$ cat src/rtl/coincidence_trigger_ctrl_if.sv
// Readout-side event interface for the coincidence trigger controller.
// The controller drives the event (master); readout accepts it (slave).
interface coincidence_trigger_ctrl_if #(
  parameter int N_CH = 4
);
  logic            acq_start;
  logic [N_CH-1:0] hit_pattern;
  logic            event_valid;
  logic            event_ready;

  modport master (
    output acq_start,
    output hit_pattern,
    output event_valid,
    input  event_ready
  );

  modport slave (
    input  acq_start,
    input  hit_pattern,
    input  event_valid,
    output event_ready
  );
endinterface

$ cat src/rtl/coincidence_trigger_ctrl.sv
// Global coincidence trigger: edge detect on masked discriminator pulses, majority
// over a programmable window, event handoff to readout, then a global dead time.
//
// state    | meaning
// ---------+------------------------------------------------------------
// S_IDLE   | run disabled, edges ignored
// S_ARMED  | waiting for the first masked rising edge
// S_WINDOW | coincidence window open, accumulating hits
// S_EVENT  | event presented to readout, waiting for handshake
// S_DEAD   | global dead time after handshake
module coincidence_trigger_ctrl #(
  parameter int N_CH  = 4,
  parameter int WIN_W = 8,
  parameter int CNT_W = 32
) (
  input  logic                       clk,
  input  logic                       reset,
  input  logic                       enable,
  input  logic                       cnt_clear,
  input  logic [N_CH-1:0]            trig_in,
  input  logic [N_CH-1:0]            coinc_mask,
  input  logic [$clog2(N_CH+1)-1:0]  majority,
  input  logic [WIN_W-1:0]           window_len,
  input  logic [29:0]                dead_time,
  output logic                       busy,
  output logic [CNT_W-1:0]           trig_count,
  output logic [CNT_W-1:0]           lost_count,
  coincidence_trigger_ctrl_if.master evt
);

  localparam int MAJ_W = $clog2(N_CH + 1);

  typedef enum logic [2:0] {
    S_IDLE,
    S_ARMED,
    S_WINDOW,
    S_EVENT,
    S_DEAD
  } state_t;

  state_t           state_q, state_d;
  logic [N_CH-1:0]  trig_old_q, trig_old_d;
  logic [N_CH-1:0]  hits_q, hits_d;
  logic [WIN_W-1:0] wcnt_q, wcnt_d;
  logic [29:0]      dcnt_q, dcnt_d;
  logic [N_CH-1:0]  hit_pattern_q, hit_pattern_d;
  logic             acq_start_q, acq_start_d;
  logic             event_valid_q, event_valid_d;
  logic [CNT_W-1:0] trig_count_q, trig_count_d;
  logic [CNT_W-1:0] lost_count_q, lost_count_d;

  logic [N_CH-1:0]  edge_v;
  logic [N_CH-1:0]  hits_now;
  logic [MAJ_W-1:0] maj_eff;
  logic             trig_inc;
  logic             lost_inc;

  function automatic logic [MAJ_W-1:0] popcount(input logic [N_CH-1:0] v);
    logic [MAJ_W-1:0] c;
    c = '0;
    for (int i = 0; i < N_CH; i++) begin
      c = c + MAJ_W'(v[i]);
    end
    return c;
  endfunction

  assign edge_v   = trig_in & ~trig_old_q & coinc_mask;
  assign hits_now = hits_q | edge_v;
  assign maj_eff  = (majority == '0) ? MAJ_W'(1) : majority;

  always_comb begin
    state_d       = state_q;
    trig_old_d    = trig_in;
    hits_d        = hits_q;
    wcnt_d        = wcnt_q;
    dcnt_d        = dcnt_q;
    hit_pattern_d = hit_pattern_q;
    acq_start_d   = 1'b0;
    event_valid_d = event_valid_q;
    trig_inc      = 1'b0;
    lost_inc      = 1'b0;

    case (state_q)
      S_IDLE: begin
        if (enable) state_d = S_ARMED;
      end

      S_ARMED: begin
        if (!enable) begin
          state_d = S_IDLE;
        end else if (|edge_v) begin
          hits_d  = edge_v;
          wcnt_d  = window_len;
          state_d = S_WINDOW;
        end
      end

      S_WINDOW: begin
        if (!enable) begin
          hits_d  = '0;
          state_d = S_IDLE;
        end else if (wcnt_q != '0) begin
          hits_d = hits_now;
          wcnt_d = wcnt_q - WIN_W'(1);
        end else begin
          // Evaluation includes edges arriving on this final window cycle.
          hits_d = '0;
          if (popcount(hits_now) >= maj_eff) begin
            hit_pattern_d = hits_now;
            acq_start_d   = 1'b1;
            event_valid_d = 1'b1;
            trig_inc      = 1'b1;
            state_d       = S_EVENT;
          end else begin
            state_d = S_ARMED;
          end
        end
      end

      S_EVENT: begin
        lost_inc = |edge_v;
        if (event_valid_q && evt.event_ready) begin
          dcnt_d        = dead_time;
          event_valid_d = 1'b0;
          state_d       = S_DEAD;
        end
      end

      S_DEAD: begin
        lost_inc = |edge_v;
        if (dcnt_q == '0) begin
          state_d = enable ? S_ARMED : S_IDLE;
        end else begin
          dcnt_d = dcnt_q - 30'd1;
        end
      end

      default: begin
        state_d = S_IDLE;
      end
    endcase

    // Clear wins over increment; both counters stick at all-ones.
    trig_count_d = trig_count_q;
    lost_count_d = lost_count_q;
    if (cnt_clear) begin
      trig_count_d = '0;
      lost_count_d = '0;
    end else begin
      if (trig_inc && !(&trig_count_q)) trig_count_d = trig_count_q + CNT_W'(1);
      if (lost_inc && !(&lost_count_q)) lost_count_d = lost_count_q + CNT_W'(1);
    end
  end

  always_ff @(posedge clk) begin
    if (reset) begin
      state_q       <= S_IDLE;
      trig_old_q    <= '0;
      hits_q        <= '0;
      wcnt_q        <= '0;
      dcnt_q        <= '0;
      hit_pattern_q <= '0;
      acq_start_q   <= 1'b0;
      event_valid_q <= 1'b0;
      trig_count_q  <= '0;
      lost_count_q  <= '0;
    end else begin
      state_q       <= state_d;
      trig_old_q    <= trig_old_d;
      hits_q        <= hits_d;
      wcnt_q        <= wcnt_d;
      dcnt_q        <= dcnt_d;
      hit_pattern_q <= hit_pattern_d;
      acq_start_q   <= acq_start_d;
      event_valid_q <= event_valid_d;
      trig_count_q  <= trig_count_d;
      lost_count_q  <= lost_count_d;
    end
  end

  assign busy            = (state_q == S_WINDOW) || (state_q == S_EVENT) || (state_q == S_DEAD);
  assign trig_count      = trig_count_q;
  assign lost_count      = lost_count_q;
  assign evt.acq_start   = acq_start_q;
  assign evt.hit_pattern = hit_pattern_q;
  assign evt.event_valid = event_valid_q;

endmodule

$ cat src/flat_wrapper.sv
// flat-port wrapper written by rule: the top's interface ports become plain ports
module coincidence_trigger_ctrl_flat 
#(
  parameter int N_CH  = 4,
  parameter int WIN_W = 8,
  parameter int CNT_W = 32
)
  (clk, reset, enable, cnt_clear, trig_in, coinc_mask, majority, window_len, dead_time, busy, trig_count, lost_count, evt_acq_start, evt_hit_pattern, evt_event_valid, evt_event_ready);
  coincidence_trigger_ctrl_if #(.N_CH(N_CH)) evt_i ();
  input  logic clk;
  input  logic reset;
  input  logic enable;
  input  logic cnt_clear;
  input  logic [N_CH-1:0] trig_in;
  input  logic [N_CH-1:0] coinc_mask;
  input  logic [$clog2(N_CH+1)-1:0] majority;
  input  logic [WIN_W-1:0] window_len;
  input  logic [29:0] dead_time;
  output logic busy;
  output logic [CNT_W-1:0] trig_count;
  output logic [CNT_W-1:0] lost_count;
  output wire logic [$bits(evt_i.acq_start)-1:0] evt_acq_start;
  output wire logic [$bits(evt_i.hit_pattern)-1:0] evt_hit_pattern;
  output wire logic [$bits(evt_i.event_valid)-1:0] evt_event_valid;
  input wire logic [$bits(evt_i.event_ready)-1:0] evt_event_ready;
  assign evt_acq_start = evt_i.acq_start;
  assign evt_hit_pattern = evt_i.hit_pattern;
  assign evt_event_valid = evt_i.event_valid;
  assign evt_i.event_ready = evt_event_ready;
  coincidence_trigger_ctrl #(.N_CH(N_CH), .WIN_W(WIN_W), .CNT_W(CNT_W)) u_core (.clk(clk), .reset(reset), .enable(enable), .cnt_clear(cnt_clear), .trig_in(trig_in), .coinc_mask(coinc_mask), .majority(majority), .window_len(window_len), .dead_time(dead_time), .busy(busy), .trig_count(trig_count), .lost_count(lost_count), .evt(evt_i));
endmodule
$ cat config.mk
export PLATFORM = sky130hd
export DESIGN_NAME = coincidence_trigger_ctrl_flat
export DESIGN_NICKNAME = d
export VERILOG_FILES = /design/src/rtl/coincidence_trigger_ctrl_if.sv /design/src/rtl/coincidence_trigger_ctrl.sv /design/src/flat_wrapper.sv
export SDC_FILE = /design/constraint.sdc
export NUM_CORES = 1
export LEC_CHECK = 0
export CAP_MARGIN = 20
export CORE_MARGIN = 5
export CORE_UTILIZATION = 54
export CTS_BUF_LIST = sky130_fd_sc_hd__clkbuf_16
export DETAILED_ROUTE_END_ITERATION = 7
export PLACE_DENSITY = 0.8
export SLEW_MARGIN = 20
export SYNTH_ARGS = -nofsm -noshare
export SYNTH_HDL_FRONTEND = slang
export SYNTH_SLANG_ARGS = --single-unit
$ cat constraint.sdc
create_clock -name clk -period 4.2 [get_ports clk]
set_input_delay 0.63 -clock clk [delete_from_list [all_inputs] [get_ports clk]]
set_output_delay 0.63 -clock clk [all_outputs]
set_load 0.1 [all_outputs]
==> flow_summary.yaml, run 1 <==
drt:
  first_pass_iters: 5
  detail-route-antenna-nets: 0
  num_vias: 7678
  routed_wl_um: 20500
  via_per_inst: 6.44
  drt_iter0_markers: 884
  wl_per_cell_um: 17.2
  drc: 0
power_and_ir_drop:
  power.net_switching_mw: 0.628
  intPower_mw: 2.14
  comb_power_share_pct: 7.1
  swShare_pct: 22.7
  vdd_ir_drop_max_mv: 0.231
  p_leak_nw: 3.17
  p_clk_share_pct: 51.5
  sequentialPowerShare_pct: 41.4
  powerDensity_nw_per_um2: 308
finish:
  fin_nets: 1069
  drive_gt1_share_pct: 7.57
  mostFrequentLayoutCells: "clkdlybuf4s50_1, dfxtp_1, nand2_1"
  design_area_um2: 9000
  finish.utilization_pct: 68.5
  final_common_cell: "clkdlybuf4s50_1"
  antenna_cells: 0
  n_fill_cell: 1132
  area_growth_pct: 25.8
placed_design:
  place_congestion: 0.908
  post_dp_cell_area_um2: 8430
  dp.final_hpwl_um: 13800
  portBuffers: 124
worst_setup_path:
  cp_slowest_stage_delay_ns: 0.52
  cpMostUsedCell: "ha_1"
  endpoint_kind: "register"
  worstSetupPathType: "in2reg"
  slowest_stage: "or4_1"
  crit_chain: "clkdlybuf4s50_1, nand3b_1, nand2b_1, ha_1, inv_1, fa_1, inv_1, ha_1, ha_1, nand2_1, o21a_1, or4_1, buf_4, or4_1, a21oi_1"
  arrival_ns: 4.21
  crit_required_ns: 4.54
  path_buf_inv: 4
  cp_top_family: "simple AND/OR/NAND/NOR gates"
  start_kind: "input port"
  worst-path-max-fanout: 17
synthesis:
  synth_fp_nets: 971
  synth_top_flop_cell: "dfxtp_1"
  synth.distinct_cells: 79
  synth.top_cell.area_share_pct: 33.3
  ys_async_sr_fraction_pct: 0
  yosys.area.top_type: "dfxtp_1"
  synth-edff-count: 0
  synth_area_leaders: "dfxtp_1, a21oi_1, nand2_1"
  avgSynthCellArea_um2: 7.90
  synthesis.area_um2: 7150
  syn_inst: 906
  synth_seq_cells: 119
  seq_area_frac_synth_pct: 33.3
  yosysWarnings: 0
job:
  drv_cap: 0
grt:
  grt_pass1_vias: 6994
  grt_usage_pct: 25.1
  gr-total-overflow: 0
  grt_pass1_wl_um: 33700
  grt_start_max_net_pins: 69
  antenna_found_initial: 0
timing:
  finalSetupViolations: 0
  tns_ns: 0
  fmax_mhz: 258
  finalCritPeriodShare_pct: 92.2
  finClkSkew_ns: 0.00892
  fin_crit_ns: 3.87
  hold_violations: 0
  slew_violations: 0
  tightest_slew_ns: 1.10
  rsz0062_at_grt: "no"
  slew_headroom_pct: 26.1
floorplanning:
  dieHeight_um: 125
  rows: 42
  ios: 125
  coreArea_um2: 13100
  start_util_pct: 54.4
  chipWidth_um: 125
  die_area_um2: 15600
clocking:
  cts_setup_buffers: 0
  clk-insertion-delay-late_ns: 0.42
  cts_tree: "built"
  clock-root-buffer: "clkbuf_16"
  clkSinkCount: 119
  htree_num_levels: 4
  cts_buffers: 17
  clk_pin_slew_ns: 0.05
  ctsResizeCount: 0
  cts_hold_buffers: 0
  cts_max_path_buffers: 2
worst_hold_path:
  hold_class: "reg2reg"
outcome:
  status: "finished, final reports clean"
-- cells in the mapped netlist (3+ instances only) --
library cell	n
ha_1	10
buf_2	10
nand3_1	41
clkbuf_1	45
a32oi_1	4
a2bb2oi_1	3
o31a_1	5
mux2i_1	14
dfxtp_1	119
o211ai_1	3
a21oi_1	90
nand2b_1	3
or4_1	38
o31ai_1	31
o21ai_0	27
and2_1	8
inv_1	22
a41oi_1	3
nor3_1	27
or2_2	4
nor2b_1	6
nand2_1	98
and4_1	18
nor2_1	55
a211oi_1	4
buf_6	5
a32o_1	10
o32ai_1	5
a41o_1	4
o22ai_1	11
and3_1	20
a22oi_1	3
nor3b_1	5
or3_1	24
a31oi_1	20
nand3b_1	7
nor4_1	20
o21a_1	3
nand4_1	28
-- metrics by stage --
stage / std cells / hold WS (ns) / power (mW) / worst slack, ns
CTS: 1193 / 0.462 / 2.78 / 0.350
global placement: 1161 / 0.442 / 1.36 / 0.0116
detailed placement: 1161 / 0.455 / 1.36 / -0.0878
global route: 1193 / 0.493 / 2.85 / 0.209
floorplan: 906 / 0.442 / 1.27 / 0.552
finish: 1193 / 0.469 / 2.77 / 0.328
-- final timing paths --
check | slack (ns) | to | cells after the start | start
worst min-delay path | 0.47 | u_core.dcnt_q[27] | 2 | u_core.dcnt_q[27]
worst max register to register | 0.64 | u_core.trig_count[29] | 14 | u_core.trig_old_q[1]
worst min register to register | 0.47 | u_core.dcnt_q[27] | 2 | u_core.dcnt_q[27]
worst max-delay path | 0.33 | u_core.trig_count[29] | 15 | trig_in[1]
-- cells by family after synthesis --
family                   after synthesis  synth area share (%)
buffers and inverters                 87                  5.88
AO/OA/AOI/OAI                        255                  23.8
AND/OR/NAND/NOR                      419                  32.9
multiplexers                          15                  2.12
flip-flops                           119                  33.3
adder cells (fa/ha/maj)               11                  2.03
-- tightest hold or removal path: cells and delay by family (launching register included) --
family	cells	cell delay, ns
AOI/OAI and AO/OA	1	0.05
DFF	1	0.32
and+or+nand+nor	1	0.06
-- state kept, by name, summed over array words and instances, names as in the netlist --
name                    count
u_core.lost_count          32
u_core.trig_count          32
u_core.dcnt_q              30
u_core.wcnt_q               8
u_core.evt.hit_pattern      4
u_core.hits_q               4
u_core.trig_old_q           4
u_core.state_q              3
u_core.evt.acq_start        1
u_core.evt.event_valid      1
-- per-layer routing --
metal | routed length [um] | GRT usage [%] | up-vias
li1 | - | - | 3700
met1 | 8740 | 32.5 | 3571
met2 | 9670 | 41.2 | 371
met3 | 1750 | 6.06 | 36
met4 | 329 | 8.48 | 0
met5 | 0 | 0 | -
-- power groups by stage --
stage | Sequential, mW | Combinational [mW] | Clock [mW]
6_report | 1.15 | 0.197 | 1.43
5_1_grt | 1.15 | 0.215 | 1.49
4_1_cts | 1.14 | 0.195 | 1.44
3_5_place_dp | 1.17 | 0.192 | 0
3_3_place_gp | 1.17 | 0.191 | 0
2_1_floorplan | 1.17 | 0.105 | 0
-- cell type report --
class	instances	area (um^2)	share of cell area, %
Multi-Input combinational cell	700	4360	48.4
Sequential cell	119	2380	26.5
Timing Repair Buffer	144	1390	15.4
Clock buffer	17	425	4.73
Tap cell	176	220	2.45
Clock inverter	15	145	1.61
Inverter	22	82.6	0.918
Power figures use the tool's default switching activity.
==> run 2, diff against run 1 <==
--- a/config.mk
+++ b/config.mk
@@ -11,7 +11,7 @@
 export CTS_BUF_LIST = sky130_fd_sc_hd__clkbuf_16
 export DETAILED_ROUTE_END_ITERATION = 7
 export PLACE_DENSITY = 0.8
-export SLEW_MARGIN = 20
 export SYNTH_ARGS = -nofsm -noshare
 export SYNTH_HDL_FRONTEND = slang
 export SYNTH_SLANG_ARGS = --single-unit
+export TNS_END_PERCENT = 5
==> results of run 2 <==
Final layout, timing and power as in run 1 (identical DEF).
